==> src/rtl/serial_paralelo_rx.sv <==
// Serial-to-parallel lane receiver: COM-based byte alignment, lock counting and
// payload extraction, with COM/PAD symbols filtered out of the data path.
//
// state  | meaning
// SEARCH | hunting for COM at any bit offset; bit_cnt not used
// ALIGN  | byte framing fixed by the first COM; counting consecutive COMs
// ACTIVE | locked; non-COM/PAD bytes are delivered on data_out
module serial_paralelo_rx #(
  parameter logic [7:0] COM      = 8'hBC,
  parameter logic [7:0] PAD      = 8'h7C,
  parameter int         COM_LOCK = 4
) (
  input  logic       clk_32f,
  input  logic       reset,
  input  logic       data_in,
  output logic [7:0] data_out,
  output logic       valid_out,
  output logic       byte_strobe,
  output logic       active
);

  localparam int            CW     = $clog2(COM_LOCK + 1);
  localparam logic [CW-1:0] LOCK_V = CW'(COM_LOCK);
  localparam logic [CW-1:0] ONE_V  = CW'(1);

  typedef enum logic [1:0] {
    SEARCH,
    ALIGN,
    ACTIVE
  } state_t;

  state_t        r_state;
  state_t        w_state_next;
  logic [7:0]    r_sr;
  logic [7:0]    w_sr_next;
  logic [2:0]    r_bit_cnt;
  logic [2:0]    w_bit_cnt_next;
  logic [CW-1:0] r_com_cnt;
  logic [CW-1:0] w_com_cnt_next;
  logic [CW-1:0] w_com_inc;
  logic [7:0]    r_data;
  logic [7:0]    w_data_next;
  logic          r_valid;
  logic          w_valid_next;
  logic          r_strobe;
  logic          w_strobe_next;
  logic          r_active;
  logic          w_active_next;
  logic          w_boundary;

  assign w_sr_next  = {r_sr[6:0], data_in};
  assign w_boundary = (r_bit_cnt == 3'd7);
  // Saturating increment so the lock counter can never wrap back below COM_LOCK
  assign w_com_inc  = (r_com_cnt < LOCK_V) ? (r_com_cnt + ONE_V) : r_com_cnt;

  always_comb begin
    w_state_next   = r_state;
    w_bit_cnt_next = r_bit_cnt + 3'd1;
    w_com_cnt_next = r_com_cnt;
    w_data_next    = r_data;
    w_valid_next   = 1'b0;
    w_strobe_next  = 1'b0;
    w_active_next  = r_active;
    case (r_state)
      SEARCH: begin
        w_bit_cnt_next = r_bit_cnt;
        if (w_sr_next == COM) begin
          w_bit_cnt_next = 3'd0;
          w_com_cnt_next = ONE_V;
          w_state_next   = ALIGN;
          if (ONE_V == LOCK_V) begin
            w_state_next  = ACTIVE;
            w_active_next = 1'b1;
          end
        end
      end
      ALIGN: begin
        if (w_boundary) begin
          w_strobe_next = 1'b1;
          if (w_sr_next == COM) begin
            w_com_cnt_next = w_com_inc;
            if (w_com_inc == LOCK_V) begin
              w_state_next  = ACTIVE;
              w_active_next = 1'b1;
            end
          end else begin
            w_state_next   = SEARCH;
            w_com_cnt_next = '0;
          end
        end
      end
      ACTIVE: begin
        // Framing is frozen here: a COM straddling two bytes is just payload bits
        if (w_boundary) begin
          w_strobe_next = 1'b1;
          if ((w_sr_next != COM) && (w_sr_next != PAD)) begin
            w_data_next  = w_sr_next;
            w_valid_next = 1'b1;
          end
        end
      end
      default: begin
        w_state_next = SEARCH;
      end
    endcase
  end

  always_ff @(posedge clk_32f or posedge reset) begin
    if (reset) begin
      r_state   <= SEARCH;
      r_sr      <= 8'h00;
      r_bit_cnt <= 3'd0;
      r_com_cnt <= '0;
      r_data    <= 8'h00;
      r_valid   <= 1'b0;
      r_strobe  <= 1'b0;
      r_active  <= 1'b0;
    end else begin
      r_state   <= w_state_next;
      r_sr      <= w_sr_next;
      r_bit_cnt <= w_bit_cnt_next;
      r_com_cnt <= w_com_cnt_next;
      r_data    <= w_data_next;
      r_valid   <= w_valid_next;
      r_strobe  <= w_strobe_next;
      r_active  <= w_active_next;
    end
  end

  assign data_out    = r_data;
  assign valid_out   = r_valid;
  assign byte_strobe = r_strobe;
  assign active      = r_active;

endmodule

==> config.mk <==
export PLATFORM = sky130hd
export DESIGN_NAME = serial_paralelo_rx
export DESIGN_NICKNAME = d
export VERILOG_FILES = /design/src/rtl/serial_paralelo_rx.sv
export SDC_FILE = /design/constraint.sdc
export NUM_CORES = 1
export LEC_CHECK = 0
export ABC_AREA = 1
export ABC_CLOCK_PERIOD_IN_PS = 2650
export BUFFER_PORTS_ARGS = -buffer_cell sky130_fd_sc_hd__buf_2
export CAP_MARGIN = 5
export CORE_ASPECT_RATIO = 1.4
export CORE_UTILIZATION = 55
export CTS_CLUSTER_DIAMETER = 120
export CTS_CLUSTER_SIZE = 12
export DETAILED_ROUTE_END_ITERATION = 10
export PLACE_DENSITY = 0.83
export SYNTH_ARGS = -nofsm -noshare
export SYNTH_HDL_FRONTEND = slang
export SYNTH_SLANG_ARGS = --single-unit
==> constraint.sdc <==
create_clock -name clk_32f -period 2.65 [get_ports clk_32f]
set_input_delay 0.53 -clock clk_32f [delete_from_list [all_inputs] [get_ports clk_32f]]
set_output_delay 0.53 -clock clk_32f [all_outputs]
set_load 0.03 [all_outputs]
==> results.toml <==
[run_status]
status = "completed"

[logic_synthesis]
synthTopCellsByArea = "dfrtp_1 55%, nand2_1 14%, ha_1 6.3%"
ys_ff_latch = 26
synth_edf_count = 0
synthFlopType = "dfrtp_1"
netlist.area_leader.share_pct = 54.8
syn_avg_cell_area_um2 = 9.58
synth_cells = 124
ys_warn_count = 0
async_flop_share_pct = 100
yosys.area.top_type = "dfrtp_1"
syn-cell-area_um2 = 1190
synth_nets = 133
yosysSeqAreaShare_pct = 54.8
synth_cell_type_count = 21

[route]
wl_per_cell_um = 12.2
vias = 850
routed_wl_mm = 1.97
avgViaCountPerCell = 5.28
ant_nets = 0
drtIter0Drc = 32
post-route-drc-count = 0
dr.pass1.iters = 4

[die]
fp.dieW_um = 41.3
initial_core_util_pct = 59.5
die_area_um2 = 2350
die_y_um = 57.0
io_pins = 14
rows = 19
core-area_um2 = 2000

[cts]
htree_num_levels = 1
cts_made_buffers = 3
clock_sinks = 26
clockBufferDepth = 2
holdBufCountCts = 0
cts_resized = 0
clkTransAtPathRegs_ns = 0.14
cts_setup_buffers = 0
tritoncts = "built"
clk_latency_ns = 0.33
cts_root_buf = "clkbuf_4"

[sta]
setup_ws_ns = 1.00
hold_ws_ns = 0.312
slew_violations = 0
hold_viol_final = 0
tightest_slew_ns = 0.916
timing.final.crit_share_pct = 62.2
skew_ns = 0.0136
slew_headroom_pct = 38.9
setup_viol = 0
finalSetupTns_ns = 0
rsz0062_at_grt = "no"
fmax_mhz = 607
layout_min_cycle_time_ns = 1.65

[grt]
use_met3_pct = 5.45
grt_usage_pct = 21.7
met2_usage_pct = 31.7
grt_pass1_vias = 851
met1_usage_pct = 28.1
antenna_found_initial = 0
grt_pass1_wl_mm = 3.48
grt_most_used_layer = "met2"
overflow = 0
grt_max_degree = 27

[layout]
nets = 150
post-route-cell-area_um2 = 1300
drive_gt1_share_pct = 22.9
fill_cells = 167
area_delta_synth_final_pct = 9.80
antennaDiodeCount = 0

[placed_design]
dpl_cell_area_um2 = 1270
place_ws_ns = 1.07
dp_hpwl_mm = 1.47
place_congestion = 0.768
port_buffers = 13

[flow_run]
maxCapViolCount = 0

[power_and_ir_drop]
leakage_nw = 0.738
powerDensity_nw_per_um2 = 750
ir_drop_mv = 0.725
power_mw = 0.977

[critical_path]
critPathArrivalTime_ns = 1.88
cp-start-kind = "flop"
end_kind = "flop"
critical_path_class = "flop to flop"
worst-path-max-fanout = 4
critPathRequiredTime_ns = 2.88

[worst_hold_path]
hp-class = "primary input to flop"
per-layer routing:
metal / wire length, µm / share of wire, %
met1: 855 / 43
met5: 0 / 0
met2: 981 / 50
met4: 63 / 3.2
met3: 71 / 3.6
path summary, 6_finish.rpt:
| check | startpoint | end | slack (ns) | cells after the start |
|---|---|---|---|---|
| max in group asynchronous | reset | valid_out$_DFF_PP0_ | 1.70 | 2 |
| min in group asynchronous | reset | r_bit_cnt[2]$_DFFE_PP0P_ | 0.38 | 2 |
| hold reg to reg | r_sr[5]$_DFF_PP0_ | r_sr[6]$_DFF_PP0_ | 0.42 | 0 |
| hold / removal | data_in | r_sr[0]$_DFF_PP0_ | 0.31 | 1 |
| setup reg to reg | r_bit_cnt[0]$_DFFE_PP0P_ | r_state[0]$_DFFE_PP0P_ | 1.00 | 8 |
| setup / recovery | r_bit_cnt[0]$_DFFE_PP0P_ | r_state[0]$_DFFE_PP0P_ | 1.00 | 8 |
power by group:
| part | switching (mW) | internal (mW) |
|---|---|---|
| Clock | 0.112 | 0.0841 |
| Sequential | 0.0320 | 0.445 |
| Combinational | 0.194 | 0.110 |
cells in the mapped netlist, types with 2 or more instances:
cell,n
dfrtp_1,26
ha_1,6
inv_1,13
inv_2,3
nand2_1,44
nand2_2,3
nand3_1,6
nor2_1,2
nor2_2,2
nor2_4,3
o21ai_1,5
o21bai_1,2
cell type report:
class                           instances  area, µm²  share of cell area (%)
Timing Repair Buffer                   13       65.1                    4.99
Sequential cell                        26        651                    49.9
Multi-Input combinational cell         81        465                    35.7
Tap cell                               21       26.3                    2.02
Inverter                               16       60.1                    4.61
Clock buffer                            4       36.3                    2.78
registers in the layout, summed over array words and instances, names as in the netlist:
register and count:
r_bit_cnt 3, r_state 2, valid_out 1, r_com_cnt 3
active 1, byte_strobe 1, data_out 8, r_sr 7
placed cells by master (no fill, tap or decap), drive strengths merged:
master,count
xnor2,1
clkbuf,4
nand3,8
nand2,48
a31o,1
nor2,7
ha,6
buf,13
o21bai,2
dfrtp,26
a21oi,2
o21ai,5
nor3,1
inv,16
kinds of logic after synthesis:
family | after synthesis | synth area share [%]
compound gates | 10 | 5.90
xor+xnor | 1 | 0.738
fa+ha+maj | 6 | 6.32
buf+inv | 17 | 6.01
flops | 26 | 54.8
simple gates | 64 | 26.2
per-stage QoR:
| stage | utilization (%) | instances |
|---|---|---|
| after floorplan | - | 124 |
| after global placement | 63.5 | 157 |
| after detailed placement | 63.5 | 157 |
| after CTS | 65.3 | 161 |
| after global routing | 65.3 | 161 |
| final | 65.3 | 161 |
critical path: stages (launching register included):
cell     delay (ns)
dfrtp_1        0.42
ha_1           0.21
ha_1           0.23
nor2_1         0.27
inv_1          0.14
nand3_4        0.12
nor2_4         0.04
nand2_1        0.06
nand2_1        0.06
Note: power is estimated with default switching activity, not from simulation.
